<file path="config.mk">
export PLATFORM = sky130hd
export DESIGN_NAME = booth_mul_seq
export DESIGN_NICKNAME = d
export VERILOG_FILES = /design/src/rtl/booth_mul_seq.sv
export SDC_FILE = /design/constraint.sdc
export NUM_CORES = 1
export LEC_CHECK = 0
export BUFFER_PORTS_ARGS = -buffer_cell sky130_fd_sc_hd__buf_2
export CELL_PAD_IN_SITES_DETAIL_PLACEMENT = 1
export CELL_PAD_IN_SITES_GLOBAL_PLACEMENT = 1
export CORE_ASPECT_RATIO = 0.9
export CORE_MARGIN = 2
export CORE_UTILIZATION = 30
export CTS_CLUSTER_SIZE = 14
export DETAILED_ROUTE_END_ITERATION = 8
export PLACE_DENSITY_LB_ADDON = 0.05
export SLEW_MARGIN = 20
export SYNTH_ARGS = -nofsm -noshare
export SYNTH_HDL_FRONTEND = slang
export SYNTH_SLANG_ARGS = --single-unit
export TNS_END_PERCENT = 30
</file>
<file path="constraint.sdc">
create_clock -name clk -period 11 [get_ports clk]
set_input_delay 2.2 -clock clk [delete_from_list [all_inputs] [get_ports clk]]
set_output_delay 2.2 -clock clk [all_outputs]
set_load 0.02 [all_outputs]
</file>
<file path="src/rtl/booth_mul_seq.sv">
// Sequential 32x32 signed multiplier: radix-4 Booth, 16 iterations, 17-cycle latency.
// Define MUL_OVF_FLAG_EN to add the ovf32 output (product does not fit in signed 32 bits).
module booth_mul_seq (
  input  logic        clk,
  input  logic        rst_n,
  input  logic        start,
  input  logic [31:0] a,
  input  logic [31:0] b,
  output logic        busy,
  output logic        done,
  output logic [63:0] product
`ifdef MUL_OVF_FLAG_EN
  ,
  output logic        ovf32
`endif
);

  typedef enum logic [1:0] {IDLE, CALC, DONE} state_e;

  state_e      state_q, state_d;
  logic [33:0] acc_q, acc_d;
  logic [31:0] mq_q, mq_d;
  logic        q1_q, q1_d;
  logic [33:0] m_q, m_d;
  logic [3:0]  cnt_q, cnt_d;
  logic [63:0] prod_q, prod_d;
  logic        busy_q, busy_d;
  logic        done_q, done_d;

  // One Booth step on the current registers
  logic [2:0]  sel;
  logic [33:0] addend;
  logic        sub;
  logic [33:0] sum;
  logic [33:0] acc_n;
  logic [31:0] mq_n;
  logic        q1_n;

  always_comb begin
    sel = {mq_q[1:0], q1_q};
    addend = '0;
    sub = 1'b0;
    case (sel)
      3'b001, 3'b010: addend = m_q;
      3'b011:         addend = {m_q[32:0], 1'b0};
      3'b100: begin
        addend = {m_q[32:0], 1'b0};
        sub    = 1'b1;
      end
      3'b101, 3'b110: begin
        addend = m_q;
        sub    = 1'b1;
      end
      default:        addend = '0;
    endcase
    // Carry-out of the 34-bit add is deliberately dropped.
    sum = acc_q + (sub ? ~addend : addend) + {33'd0, sub};
    {acc_n, mq_n, q1_n} = {{2{sum[33]}}, sum, mq_q[31:1]};
  end

`ifdef MUL_OVF_FLAG_EN
  logic ovf_q, ovf_d;
`endif

  always_comb begin
    // NOTE: every combinational output gets a default first so no path infers a latch.
    state_d = state_q;
    acc_d   = acc_q;
    mq_d    = mq_q;
    q1_d    = q1_q;
    m_d     = m_q;
    cnt_d   = cnt_q;
    prod_d  = prod_q;
`ifdef MUL_OVF_FLAG_EN
    ovf_d   = ovf_q;
`endif

    case (state_q)
      CALC: begin
        acc_d = acc_n;
        mq_d  = mq_n;
        q1_d  = q1_n;
        cnt_d = cnt_q + 4'd1;
        if (cnt_q == 4'd15) begin
          state_d = DONE;
          prod_d  = {acc_n[31:0], mq_n};
`ifdef MUL_OVF_FLAG_EN
          ovf_d   = !((&prod_d[63:31]) || (~|prod_d[63:31]));
`endif
        end
      end
      default: begin
        // IDLE and DONE both accept a new operation; DONE otherwise falls back to IDLE.
        if (start) begin
          state_d = CALC;
          acc_d   = '0;
          mq_d    = a;
          q1_d    = 1'b0;
          m_d     = {{2{b[31]}}, b};
          cnt_d   = '0;
        end else begin
          state_d = IDLE;
        end
      end
    endcase

    busy_d = (state_d == CALC);
    done_d = (state_d == DONE);
  end

  // NOTE: sequential state uses non-blocking assignments only; blocking here would race other flops.
  always_ff @(posedge clk) begin
    if (!rst_n) begin
      // NOTE: the datapath registers are reset too, so an aborted operation leaves nothing behind.
      state_q <= IDLE;
      acc_q   <= '0;
      mq_q    <= '0;
      q1_q    <= 1'b0;
      m_q     <= '0;
      cnt_q   <= '0;
      prod_q  <= '0;
      busy_q  <= 1'b0;
      done_q  <= 1'b0;
    end else begin
      state_q <= state_d;
      acc_q   <= acc_d;
      mq_q    <= mq_d;
      q1_q    <= q1_d;
      m_q     <= m_d;
      cnt_q   <= cnt_d;
      prod_q  <= prod_d;
      busy_q  <= busy_d;
      done_q  <= done_d;
    end
  end

`ifdef MUL_OVF_FLAG_EN
  always_ff @(posedge clk) begin
    if (!rst_n) ovf_q <= 1'b0;
    else        ovf_q <= ovf_d;
  end

  assign ovf32 = ovf_q;
`endif

  assign busy    = busy_q;
  assign done    = done_q;
  assign product = prod_q;

endmodule

</file>
==> results of run 1 <==
cell type report:
cell class / count / area (um^2) / share of cell area, %
clock inverter: 13 / 145 / 1.38
inverter: 11 / 41.3 / 0.393
sequential: 169 / 3380 / 32.2
tap: 396 / 495 / 4.72
clock buffer: 19 / 453 / 4.31
timing repair buffer: 142 / 738 / 7.03
multi-input combinational: 814 / 5240 / 49.9
routing by layer:
layer	track usage, %	vias up	routed length (um)
li1	-	3916	-
met1	26.6	3813	14500
met2	27.3	86	11900
met3	2.99	15	695
met4	3.36	0	193
met5	0	-	0
worst paths after layout:
check | from | end | slack, ns
min | product[47] | product[47] | 0.45
max reg2reg | mq_q[0] | product[59] | 6.81
min reg2reg | product[47] | product[47] | 0.45
max | mq_q[0] | product[59] | 6.81
cells in the final DEF (no fill, tap or decap), types with 34 or more instances in the layout:
master    Yosys  final
dfxtp_1     169    169
xor2_1       49     49
buf_2         1    131
ha_1         37     37
nand2_1     246    246
mux2i_1      34     34
o21ai_0      44     44
o211a_1      34     34
a21boi_0     58     58
a21oi_1      45     45
cell families (layout without fill, tap and decap cells):
kind of cell	Yosys count	in the layout	share of synthesized area [%]
AO/OA/AOI/OAI	307	307	24.5
AND/OR/NAND/NOR	371	371	18.5
adder cells (fa/ha/maj)	38	38	5.40
XOR/XNOR	63	63	6.16
buffers and inverters	89	185	3.75
flip-flops	169	169	37.8
multiplexers	35	35	3.93
synth_stat cells, types with 2 or more instances:
library cell	instances	area, um^2
nor2_1	17	63.8
a32oi_1	2	17.5
nand3_1	23	115
nor2b_1	11	68.8
inv_1	11	41.3
a221oi_1	3	26.3
o21ai_1	15	75.1
a41oi_1	3	26.3
xnor2_1	14	123
ha_1	37	463
nand3b_1	6	45.0
a22o_1	3	26.3
dfxtp_1	169	3380
nor3_1	5	25.0
nor3b_1	12	90.1
a211oi_1	2	15.0
o21bai_1	5	37.5
a21boi_1	19	143
o211a_1	34	340
and3_1	6	37.5
nand2_1	246	923
a31oi_1	6	37.5
or3_1	5	31.3
a21o_1	11	82.6
a22oi_1	31	233
clkbuf_1	72	270
o21a_1	3	22.5
a21oi_1	45	225
a31o_1	2	17.5
o211ai_1	2	15.0
mux2i_1	34	340
and2_1	22	138
nand2b_1	3	18.8
and4_1	2	17.5
o31ai_1	2	15.0
nand4_1	11	68.8
o21ai_0	44	220
a21boi_0	58	435
buf_1	5	18.8
xor2_1	49	429
worst max-delay path, delay by kind of cell (launching register included):
family	cells	cell delay [ns]
compound gates	7	1.86
mux	1	0.65
fa+ha+maj	2	0.61
xor+xnor	2	0.44
flops	1	0.33
buf+inv	1	0.10
simple gates	1	0.10
registers in the layout (all words and copies together), names as in the netlist:
register / flops
state_q: 2
product: 64
acc_q: 32
busy: 1
m_q: 32
q1_q: 1
mq_q: 32
done: 1
cnt_q: 4
power groups by stage:
stage	clock, mW	combinational [mW]	sequential, mW
floorplan	0	0.177	0.664
global placement	0	0.247	0.672
detailed placement	0	0.248	0.672
CTS	0.647	0.249	0.657
global route	0.670	0.275	0.662
finish	0.624	0.245	0.657
per-stage QoR:
step,std cells,instance area [um^2],worst slack (ns),power (mW)
floorplan,1072,8950,7.46,0.841
global placement,1532,9900,6.83,0.919
detailed placement,1532,9900,6.78,0.919
CTS,1564,10500,6.88,1.55
global route,1564,10500,6.47,1.61
finish,1564,10500,6.81,1.53
==> metrics.txt, run 1 <==
# TYPE chip_impl_metric gauge
chip_impl_info{name="status",value="complete, no violations"} 1
chip_impl_metric{name="static_leakage",unit="nW"} 4.64
chip_impl_metric{name="floorplan.die.height",unit="um"} 168
chip_impl_metric{name="die_width",unit="um"} 186
chip_impl_metric{name="sequentialPowerShare",unit="%"} 43.1
chip_impl_metric{name="worst_path_largest_cell_delay",unit="ns"} 0.65
chip_impl_metric{name="synthesis.area_per_instance",unit="um^2"} 8.35
chip_impl_metric{name="area_delta_synth_final",unit="%"} 17.3
chip_impl_metric{name="clk_transition_reported_paths",unit="ns"} 0.07
chip_impl_metric{name="wirelength",unit="um"} 27300
chip_impl_metric{name="drive_above_1_share",unit="%"} 16.0
chip_impl_metric{name="postCtsHoldBufs",unit=""} 0
chip_impl_metric{name="synth_warnings",unit=""} 0
chip_impl_metric{name="die_area",unit="um^2"} 31200
chip_impl_metric{name="pin_count",unit=""} 133
chip_impl_info{name="worstSetupStartpointType",value="register"} 1
chip_impl_metric{name="maxCapViolations",unit=""} 0
chip_impl_metric{name="num_vias",unit=""} 7830
chip_impl_metric{name="finalWorstPathRequiredPeriod",unit="ns"} 4.19
chip_impl_metric{name="fillerInstances",unit=""} 3538
chip_impl_metric{name="period_share",unit="%"} 38.1
chip_impl_metric{name="timing.critical_path.required",unit="ns"} 11.36
chip_impl_metric{name="ant_nets",unit=""} 0
chip_impl_metric{name="final.setup.tns",unit="ns"} 0
chip_impl_metric{name="numCtsBuffers",unit=""} 17
chip_impl_metric{name="dr.first_iter.drc_count",unit=""} 332
chip_impl_info{name="cts_tree",value="done"} 1
chip_impl_metric{name="placement_rows",unit=""} 59
chip_impl_metric{name="net_count_of_the_mapped_netlist",unit=""} 1177
chip_impl_metric{name="worst_pin_slew",unit="ns"} 0.892
chip_impl_info{name="clock_tree.root_cell",value="clkbuf_16"} 1
chip_impl_metric{name="cts_max_path_buffers",unit=""} 2
chip_impl_metric{name="switching_power",unit="mW"} 0.449
chip_impl_metric{name="start_util",unit="%"} 30.7
chip_impl_metric{name="globalRoute.totalOverflow",unit=""} 0
chip_impl_metric{name="whs",unit="ns"} 0.450
chip_impl_metric{name="yosys_register_bits",unit=""} 169
chip_impl_info{name="grt_setup_unrepaired",value="no"} 1
chip_impl_info{name="worst_hold_path_type",value="reg2reg"} 1
chip_impl_metric{name="final_nets",unit=""} 1260
chip_impl_metric{name="timing.reg2reg.worst_path_depth",unit=""} 14
chip_impl_metric{name="clock_power_share",unit="%"} 40.9
chip_impl_metric{name="synth.distinct_cells",unit=""} 62
chip_impl_metric{name="route.detailed.wl_per_inst",unit="um"} 17.5
chip_impl_metric{name="worst_skew_pair.late_latency",unit="ns"} 0.44
chip_impl_metric{name="cp_max_fo",unit=""} 32
chip_impl_metric{name="power.density_cell_area",unit="nW/um^2"} 145
chip_impl_metric{name="place_hpwl",unit="um"} 18800
chip_impl_metric{name="share_comb_of_total_power",unit="%"} 16.1
chip_impl_metric{name="vdd_drop_max",unit="uV"} 106
chip_impl_metric{name="firstDrtPassIters",unit=""} 4
chip_impl_metric{name="final_core_util",unit="%"} 36.0
chip_impl_metric{name="htree_levels",unit=""} 4
chip_impl_metric{name="worst_hold_path.num_cells",unit=""} 2
chip_impl_metric{name="maximum_number_of_pins_on_one_net_before_global_route_repair",unit=""} 88
chip_impl_metric{name="slew-limit-headroom",unit="%"} 40.6
chip_impl_metric{name="p_int",unit="mW"} 1.08
chip_impl_metric{name="timing_hold_violations_final",unit=""} 0
chip_impl_info{name="timing.critical_path.cells",value="inv_1 -> ha_1 -> mux2_2 -> a22oi_1 -> xor2_1 -> ha_1 -> a21oi_1 -> o21ai_0 -> a221oi_1 -> o311ai_1 -> a221oi_2 -> xnor2_1 -> nand2_1 -> a21boi_1"} 1
chip_impl_info{name="synthFlopType",value="dfxtp_1"} 1
chip_impl_metric{name="gp_routability_congestion",unit=""} 0.796
chip_impl_metric{name="grt_antenna_before_repair",unit=""} 0
chip_impl_metric{name="cts.repair_timing.setup_buffer_count",unit=""} 0
chip_impl_metric{name="timing.clock.skew",unit="ns"} 0.0144
chip_impl_info{name="critical_path.slowest_cell",value="mux2_2"} 1
chip_impl_metric{name="clock-sinks",unit=""} 169
chip_impl_metric{name="antenna_cells_inserted",unit=""} 0
chip_impl_metric{name="routed_via_density",unit=""} 5.01
chip_impl_metric{name="slew_limit_fails",unit=""} 0
chip_impl_metric{name="core_area",unit="um^2"} 29200
chip_impl_metric{name="synth_edf_count",unit=""} 0
chip_impl_metric{name="synth_area",unit="um^2"} 8950
chip_impl_metric{name="setup_viol",unit=""} 0
chip_impl_metric{name="vias_in_the_first_global_route",unit=""} 7950
chip_impl_info{name="end_kind",value="register"} 1
chip_impl_metric{name="p_sw_share",unit="%"} 29.4
chip_impl_metric{name="post_cts.resized_instances",unit=""} 0
chip_impl_metric{name="grt_util_all_layers",unit="%"} 17.9
chip_impl_metric{name="port-buffer-count",unit=""} 132
chip_impl_metric{name="netlist_instances",unit=""} 1072
chip_impl_metric{name="proportion_of_register_bits_with_asynchronous_set_or_reset_after_synthesis",unit="%"} 0
chip_impl_info{name="critPathMostFrequentCell",value="ha_1"} 1
chip_impl_metric{name="worst_ep_arrival_time",unit="ns"} 4.55
chip_impl_metric{name="clock.fmax",unit="MHz"} 239
chip_impl_info{name="timing.setup.critical_path_class",value="reg2reg"} 1
chip_impl_metric{name="ys_seq_area_share",unit="%"} 37.8
chip_impl_metric{name="global_route_wire_length_before_repair",unit="um"} 44300
chip_impl_metric{name="drt_drc_violations_left",unit=""} 0
(Power assumes the default switching activity.)
==> inputs of run 2 (changes only) <==
Settings changed: ABC_AREA from default to 1.
Clock period 11 ns to 3.55 ns, I/O delays scaled along.
==> run 2 against run 1 <==
- sequential share of layout area is 0.55 points higher
- core utilization about the same
- critical path depth rose by 1
- critical path type unchanged
- worst hold slack improved by 0.0015 ns
- largest cell class unchanged
- wire length increased by 7.1%
- highest routed layer unchanged
==> metrics.txt, run 2 <==
# TYPE chip_impl_metric gauge
chip_impl_metric{name="maxCapViolations",unit=""} 0
chip_impl_metric{name="register_area",unit="um^2"} 3380
chip_impl_info{name="synthFlopType",value="dfxtp_1"} 1
chip_impl_metric{name="cts_max_path_buffers",unit=""} 2
chip_impl_info{name="synthMostInstantiatedCell",value="nand2_1"} 1
chip_impl_metric{name="yosys-mux-area-fraction",unit="%"} 0.116
chip_impl_metric{name="num_vias",unit=""} 8178
chip_impl_metric{name="worst_pin_slew",unit="ns"} 0.994
chip_impl_metric{name="globalRouteMet1Util",unit="%"} 27.5
chip_impl_metric{name="clock.fmax",unit="MHz"} 303
chip_impl_metric{name="yosys_register_bits",unit=""} 169
chip_impl_metric{name="postCtsHoldBufs",unit=""} 0
chip_impl_metric{name="port-buffer-count",unit=""} 132
chip_impl_info{name="layout.cells.most_common_list",value="281 x nand2_1, 169 x dfxtp_1, 137 x inv_1, 132 x buf_2, 105 x a21oi_1"} 1
chip_impl_metric{name="proportion_of_register_bits_with_asynchronous_set_or_reset_after_synthesis",unit="%"} 0
chip_impl_metric{name="timing.critical_path.required",unit="ns"} 3.85
chip_impl_metric{name="ant_nets",unit=""} 0
chip_impl_metric{name="synth.distinct_cells",unit=""} 46
chip_impl_metric{name="antenna_cells_inserted",unit=""} 0
chip_impl_info{name="grt_setup_unrepaired",value="no"} 1
chip_impl_metric{name="final.setup.tns",unit="ns"} 0
chip_impl_metric{name="timing_hold_violations_final",unit=""} 0
chip_impl_info{name="worst_r2r_startpoint",value="mq_q[0]"} 1
chip_impl_info{name="clock_tree.root_cell",value="clkbuf_16"} 1
chip_impl_metric{name="clk_transition_reported_paths",unit="ns"} 0.07
chip_impl_metric{name="worst_path_largest_cell_delay",unit="ns"} 0.36
chip_impl_metric{name="core_area",unit="um^2"} 28600
chip_impl_metric{name="r2r_slack",unit="ns"} 0.25
chip_impl_metric{name="grt_antenna_before_repair",unit=""} 0
chip_impl_metric{name="numCtsBuffers",unit=""} 17
chip_impl_metric{name="basic_gate_share_of_the_synthesized_area_counting_and_or_nand_and_nor_cells",unit="%"} 22.0
chip_impl_metric{name="gp_routability_congestion",unit=""} 0.824
chip_impl_metric{name="htree_levels",unit=""} 4
chip_impl_info{name="grt_busiest_layer",value="met2"} 1
chip_impl_metric{name="synth_compound_area_share",unit="%"} 19.7
chip_impl_metric{name="dp.cells",unit=""} 1651
chip_impl_metric{name="cts.repair_timing.setup_buffer_count",unit=""} 0
chip_impl_metric{name="finish.cell_count_without_fillers",unit=""} 1683
chip_impl_info{name="end_kind",value="register"} 1
chip_impl_metric{name="placement_rows",unit=""} 59
chip_impl_metric{name="synthesis.area_per_instance",unit="um^2"} 7.25
chip_impl_metric{name="drt_drc_violations_left",unit=""} 0
chip_impl_metric{name="maximum_number_of_pins_on_one_net_before_global_route_repair",unit=""} 48
chip_impl_metric{name="global_route_wire_length_before_repair",unit="um"} 46300
chip_impl_info{name="timing.setup.critical_path_class",value="reg2reg"} 1
chip_impl_metric{name="area_delta_synth_final",unit="%"} 19.1
chip_impl_info{name="synth_area_leader_cell",value="dfxtp_1"} 1
chip_impl_metric{name="synth_warnings",unit=""} 0
chip_impl_metric{name="place_hpwl",unit="um"} 21200
chip_impl_metric{name="grt_util_all_layers",unit="%"} 19.9
chip_impl_metric{name="pin_count",unit=""} 133
chip_impl_info{name="worstSetupStartpointType",value="register"} 1
chip_impl_metric{name="multiInputGateArea",unit="um^2"} 4560
chip_impl_metric{name="firstDrtPassIters",unit=""} 5
chip_impl_info{name="critPathMostFrequentCell",value="a21oi_1"} 1
chip_impl_metric{name="final_core_util",unit="%"} 36.0
chip_impl_info{name="critical_path.slowest_cell",value="dfxtp_1"} 1
chip_impl_metric{name="route.detailed.wl_per_inst",unit="um"} 17.4
chip_impl_info{name="hold_path.startpoint",value="product[43]"} 1
chip_impl_metric{name="timing.clock.skew",unit="ns"} 0.00762
chip_impl_metric{name="die_area",unit="um^2"} 30300
chip_impl_metric{name="netlist_instances",unit=""} 1195
chip_impl_metric{name="synthXorXnorAreaFrac",unit="%"} 4.72
chip_impl_metric{name="fillerInstances",unit=""} 3580
chip_impl_info{name="cts_tree",value="done"} 1
chip_impl_info{name="status",value="complete, no violations"} 1
chip_impl_metric{name="start_util",unit="%"} 30.3
chip_impl_metric{name="dr.first_iter.drc_count",unit=""} 451
chip_impl_metric{name="routed_via_density",unit=""} 4.86
chip_impl_metric{name="worst_ep_arrival_time",unit="ns"} 3.61
chip_impl_info{name="timing.critical_path.cells",value="inv_1 -> ha_1 -> mux2i_2 -> buf_12 -> o22ai_1 -> xor2_1 -> ha_1 -> a21oi_1 -> o21ai_0 -> a21oi_1 -> nor2_1 -> nor3_1 -> nand3b_1 -> nand3_1 -> a21oi_1"} 1
chip_impl_metric{name="globalRoute.totalOverflow",unit=""} 0
chip_impl_metric{name="clock-sinks",unit=""} 169
chip_impl_metric{name="static_leakage",unit="nW"} 4.83
chip_impl_metric{name="cp_max_fo",unit=""} 32
chip_impl_metric{name="slew-limit-headroom",unit="%"} 33.6
chip_impl_info{name="holdPathEnd",value="product[43]"} 1
chip_impl_info{name="final_common_cell",value="nand2_1"} 1
chip_impl_metric{name="largest_reg_flops",unit=""} 64
chip_impl_metric{name="grt.met2_usage",unit="%"} 32.9
chip_impl_metric{name="worst_skew_pair.late_latency",unit="ns"} 0.44
chip_impl_info{name="critical-path-top-delay-family",value="compound AO/OA/AOI/OAI gates"} 1
chip_impl_metric{name="net_count_of_the_mapped_netlist",unit=""} 1300
chip_impl_metric{name="final_nets",unit=""} 1409
chip_impl_metric{name="power.density_cell_area",unit="nW/um^2"} 438
chip_impl_metric{name="finalWorstPathRequiredPeriod",unit="ns"} 3.30
chip_impl_info{name="dominant_combinational_cell_family_by_area_after_synthesis",value="simple AND/OR/NAND/NOR gates"} 1
chip_impl_metric{name="synth_area",unit="um^2"} 8670
chip_impl_info{name="critical_path.reg2reg.endpoint",value="acc_q[27]"} 1
chip_impl_metric{name="slew_limit_fails",unit=""} 0
chip_impl_metric{name="buffers_and_inverters_on_the_worst_path",unit=""} 2
chip_impl_metric{name="share_of_yosys_cell_area_claimed_by_the_top_area_cell_type",unit="%"} 39.0
chip_impl_metric{name="whs",unit="ns"} 0.451
chip_impl_metric{name="floorplan.die.height",unit="um"} 165
chip_impl_metric{name="worst_hold_path.num_cells",unit=""} 2
chip_impl_metric{name="setup_viol",unit=""} 0
chip_impl_metric{name="vias_in_the_first_global_route",unit=""} 8220
chip_impl_metric{name="grt_use_met3",unit="%"} 3.07
chip_impl_metric{name="die_width",unit="um"} 183
chip_impl_metric{name="synthAdderAreaFrac",unit="%"} 5.57
chip_impl_metric{name="drive_above_1_share",unit="%"} 16.6
chip_impl_info{name="synthTopCellsByCount",value="281 x nand2_1, 169 x dfxtp_1, 138 x inv_1"} 1
chip_impl_info{name="worst_hold_path_type",value="reg2reg"} 1
chip_impl_metric{name="ys_seq_area_share",unit="%"} 39.0
chip_impl_metric{name="synth_edf_count",unit=""} 0
chip_impl_metric{name="wirelength",unit="um"} 29200
chip_impl_metric{name="timing.reg2reg.worst_path_depth",unit=""} 15
chip_impl_metric{name="vdd_drop_max",unit="uV"} 345
chip_impl_metric{name="period_share",unit="%"} 93.1
chip_impl_info{name="dominant_cells_by_area_after_synthesis",value="dfxtp_1 39%, nand2_1 12%, a21oi_1 6.1%"} 1
[run 2: changes by cell type in the layout (fill, tap and decap cells not counted), sizes merged, moves of 33 or more]
cell	change
inv	+136
a21boi	-75
a21oi	+61
nand2	+47
nor2	+43
o21ai	+37
nand3	+35
o211a	-34
mux2i	-33
o22ai	+33
[run 2: worst reg2reg max path: cells and delay by family (launching register included)]
| kind | cells | cell delay (ns) |
|---|---|---|
| AO/OA/AOI/OAI | 5 | 0.95 |
| XOR/XNOR | 1 | 0.17 |
| adder cells (fa/ha/maj) | 2 | 0.58 |
| buffers and inverters | 2 | 0.31 |
| flip-flops | 1 | 0.36 |
| multiplexers | 1 | 0.20 |
| AND/OR/NAND/NOR | 4 | 0.60 |
[run 2: per-stage QoR]
| stage | setup WS (ns) | total power, mW | instance area, um^2 |
|---|---|---|---|
| after floorplan | 0.611 | 2.50 | 8670 |
| after global placement | 0.260 | 2.73 | 9740 |
| after detailed placement | 0.208 | 2.74 | 9740 |
| after CTS | 0.200 | 4.61 | 10300 |
| after global routing | 0.00314 | 4.75 | 10300 |
| final | 0.245 | 4.52 | 10300 |
[run 2: area by class of cell]
| cell class | count | area share, % |
|---|---|---|
| timing repair buffer | 145 | 7.87 |
| sequential | 169 | 32.8 |
| multi-input combinational | 828 | 44.2 |
| inverter | 143 | 5.20 |
| clock buffer | 17 | 4.12 |
| clock inverter | 15 | 1.36 |
| tap | 366 | 4.44 |
[run 2: timing repair]
item / in CTS / in global routing
hold endpoints to repair: 0 / 0
resized for setup: 0 / 3
setup endpoints to repair: 0 / 15
[run 2: logic make-up after synthesis]
family | count (synthesis)
buf+inv | 198
compound gates | 296
xor+xnor | 45
mux | 1
fa+ha+maj | 38
flops | 169
simple gates | 448
[run 2: per-layer routing]
metal  wire [um]  share of wire (%)
met4         231               0.79
met2       13400                 46
met1       14700                 50
met5           0                  0
met3         882                3.0
[run 2: power by group]
part	leakage [nW]	total, mW	switching, mW	internal (mW)
sequential	1.38	2.00	0.0316	1.97
combinational	3.19	0.686	0.452	0.234
clock	0.266	1.83	0.852	0.979
total	4.83	4.52	1.34	3.18
[run 2: worst max-delay path by stage]
stage | startpoint | endpoint | cells past startpoint | slack [ns]
6_report | mq_q[0] | acc_q[27] | 15 | 0.25
5_1_grt | mq_q[0] | acc_q[30] | 15 | 0.003
4_1_cts | mq_q[0] | acc_q[12] | 16 | 0.20
3_5_place_dp | mq_q[0] | acc_q[12] | 16 | 0.21
3_3_place_gp | mq_q[0] | acc_q[27] | 15 | 0.26
2_1_floorplan | mq_q[0] | acc_q[12] | 16 | 0.61
==> inputs of run 3 (changes only) <==
Settings changed: ABC_AREA 1 to default.
==> run 3 against run 2 <==
- critical path depth up 2
- count of clock-buffer cells in the layout up 1
- combinational power up 62%
==> metrics.txt, run 3 (synthesized netlist as in run 1, its figures left out) <==
# TYPE chip_impl_metric gauge
chip_impl_info{name="status",value="complete, no violations"} 1
chip_impl_metric{name="pre_cts_ws",unit="ns"} -0.244
chip_impl_metric{name="globalRouteMet1Util",unit="%"} 27.8
chip_impl_info{name="cts_tree",value="done"} 1
chip_impl_metric{name="clock-sinks",unit=""} 169
chip_impl_info{name="critical_path.reg2reg.endpoint",value="acc_q[27]"} 1
chip_impl_metric{name="maximum_number_of_pins_on_one_net_before_global_route_repair",unit=""} 57
chip_impl_info{name="worst_hold_path_type",value="reg2reg"} 1
chip_impl_metric{name="firstDrtPassIters",unit=""} 7
chip_impl_info{name="layout.cells.most_common_list",value="243 x nand2_1, 167 x dfxtp_1, 131 x buf_2, 121 x buf_4, 58 x a21boi_0"} 1
chip_impl_info{name="worst_r2r_startpoint",value="mq_q[0]"} 1
chip_impl_metric{name="start_util",unit="%"} 30.7
chip_impl_metric{name="num_vias",unit=""} 8369
chip_impl_info{name="clock_tree.root_cell",value="clkbuf_16"} 1
chip_impl_info{name="grt_busiest_layer",value="met2"} 1
chip_impl_metric{name="whs",unit="ns"} 0.455
chip_impl_metric{name="floorplan.die.height",unit="um"} 168
chip_impl_metric{name="r2r_slack",unit="ns"} 0.11
chip_impl_metric{name="dr.first_iter.drc_count",unit=""} 361
chip_impl_info{name="cp-startpoint",value="mq_q[0]"} 1
chip_impl_info{name="final_common_cell",value="nand2_1"} 1
chip_impl_metric{name="placement_rows",unit=""} 59
chip_impl_metric{name="htree_levels",unit=""} 4
chip_impl_metric{name="static_leakage",unit="nW"} 5.45
chip_impl_metric{name="pin_count",unit=""} 133
chip_impl_metric{name="worst_skew_pair.late_latency",unit="ns"} 0.45
chip_impl_metric{name="port-buffer-count",unit=""} 132
chip_impl_metric{name="grt.met2_usage",unit="%"} 29.6
chip_impl_metric{name="period_share",unit="%"} 96.8
chip_impl_info{name="crit_path_end",value="acc_q[27]"} 1
chip_impl_metric{name="worst_ep_arrival_time",unit="ns"} 3.77
chip_impl_metric{name="gp_routability_congestion",unit=""} 0.794
chip_impl_metric{name="clock.fmax",unit="MHz"} 291
chip_impl_metric{name="timing_hold_violations_final",unit=""} 0
chip_impl_metric{name="clk_transition_reported_paths",unit="ns"} 0.07
chip_impl_metric{name="timing.critical_path.required",unit="ns"} 3.88
chip_impl_metric{name="routed_via_density",unit=""} 4.95
chip_impl_metric{name="final.setup.tns",unit="ns"} 0
chip_impl_metric{name="grt_util_all_layers",unit="%"} 19.1
chip_impl_metric{name="finalWorstPathRequiredPeriod",unit="ns"} 3.44
chip_impl_metric{name="route.detailed.wl_per_inst",unit="um"} 17.7
chip_impl_metric{name="drive_above_1_share",unit="%"} 30.6
chip_impl_metric{name="core_area",unit="um^2"} 29200
chip_impl_metric{name="final_nets",unit=""} 1388
chip_impl_metric{name="cts_max_path_buffers",unit=""} 2
chip_impl_metric{name="global_route_wire_length_before_repair",unit="um"} 46800
chip_impl_metric{name="cp_max_fo",unit=""} 6
chip_impl_metric{name="finish.cell_count_without_fillers",unit=""} 1692
chip_impl_metric{name="wirelength",unit="um"} 30000
chip_impl_metric{name="antenna_cells_inserted",unit=""} 0
chip_impl_metric{name="timing.clock.skew",unit="ns"} 0.0107
chip_impl_info{name="timing.setup.critical_path_class",value="reg2reg"} 1
chip_impl_metric{name="ant_nets",unit=""} 0
chip_impl_metric{name="postLayoutSetupSlackWorst",unit="ns"} 0.114
chip_impl_metric{name="vias_in_the_first_global_route",unit=""} 8372
chip_impl_metric{name="fillerInstances",unit=""} 3452
chip_impl_metric{name="worst_pin_slew",unit="ns"} 0.734
chip_impl_metric{name="place_hpwl",unit="um"} 21000
chip_impl_metric{name="timing.reg2reg.worst_path_depth",unit=""} 17
chip_impl_info{name="worstSetupStartpointType",value="register"} 1
chip_impl_metric{name="dp.cells",unit=""} 1639
chip_impl_metric{name="slew_limit_fails",unit=""} 0
chip_impl_metric{name="stdcell_area",unit="um^2"} 12200
chip_impl_metric{name="grt_use_met3",unit="%"} 3.14
chip_impl_metric{name="globalRoute.totalOverflow",unit=""} 0
chip_impl_metric{name="die_area",unit="um^2"} 31200
chip_impl_metric{name="area_delta_synth_final",unit="%"} 36.0
chip_impl_metric{name="slew-limit-headroom",unit="%"} 51.1
chip_impl_metric{name="detailed_place.area",unit="um^2"} 10800
chip_impl_metric{name="power.density_cell_area",unit="nW/um^2"} 418
chip_impl_metric{name="vdd_drop_max",unit="uV"} 350
chip_impl_metric{name="numCtsBuffers",unit=""} 17
chip_impl_metric{name="drt_drc_violations_left",unit=""} 0
chip_impl_metric{name="setup_viol",unit=""} 0
chip_impl_metric{name="die_width",unit="um"} 186
chip_impl_info{name="end_kind",value="register"} 1
chip_impl_info{name="grt_setup_unrepaired",value="yes"} 1
chip_impl_metric{name="maxCapViolations",unit=""} 0
chip_impl_metric{name="grt_antenna_before_repair",unit=""} 0
chip_impl_metric{name="largest_reg_flops",unit=""} 64
run 3: changes by cell type in the layout (fill, tap and decap cells not counted), moves of 38 or more:
cell / change
nand2_1: -38
buf_4: +113
nor2_1: -39
inv_1: -128
a21boi_0: +57
o21ai_0: -60
a21oi_1: -76
run 3: layer usage:
| metal | vias to the layer above | share of wire [%] |
|---|---|---|
| li1 | 4174 | - |
| met1 | 4077 | 51 |
| met2 | 99 | 45 |
| met3 | 19 | 2.9 |
| met4 | 0 | 0.97 |
| met5 | - | 0 |
run 3: power breakdown:
group	leakage, nW	switching (mW)	total, mW	internal (mW)
logic	3.79	0.575	1.11	0.530
registers	1.38	0.0677	2.04	1.97
clock network	0.281	0.891	1.95	1.06
total	5.45	1.53	5.09	3.56
run 3: layout make-up:
class                   instances  area (um^2)  share of cell area (%)
clock buffers                  18          429                    3.53
clock inverters                14          160                    1.32
inverters                      11         41.3                   0.339
multi-input cells             814         5750                    47.3
flip-flops and latches        169         3390                    27.8
well taps                     396          495                    4.07
repair buffers                270         1910                    15.7
run 3: how the worst min path moves through the flow:
stage	cells after the start	start	slack (ns)	end
2_1_floorplan	2	acc_q[24]	0.42	acc_q[24]
3_3_place_gp	2	acc_q[24]	0.44	acc_q[24]
3_5_place_dp	2	acc_q[24]	0.45	acc_q[24]
4_1_cts	2	acc_q[24]	0.46	acc_q[24]
5_1_grt	2	product[59]	0.48	product[59]
6_report	2	product[47]	0.46	product[47]
run 3: critical path: stages, from the launching register on:
cell and delay (ns):
dfxtp_2 0.35, inv_2 0.06, buf_6 0.12, ha_4 0.15
o31ai_4 0.24, buf_6 0.16, buf_12 0.14, buf_12 0.14
xor2_1 0.07, ha_1 0.38, buf_6 0.14, nand4_1 0.19
nor2_4 0.23, nand2_2 0.09, o311ai_4 0.32, a221oi_4 0.15
xnor2_2 0.17, a22o_1 0.24
run 3: repair_timing:
action,4_1_cts,5_1_grt
gates resized for setup,18,106
buffers inserted,4,15
cloned,1,4
endpoints found under the setup margin,19,47
pin swaps,6,48
hold buffers,0,0
run 3: through the flow:
| step | power (mW) | utilization [%] |
|---|---|---|
| after floorplan | 2.61 | - |
| after global placement | 3.03 | 37.0 |
| after detailed placement | 3.03 | 37.0 |
| after CTS | 5.03 | 39.4 |
| after global routing | 5.35 | 41.7 |
| final | 5.09 | 41.7 |
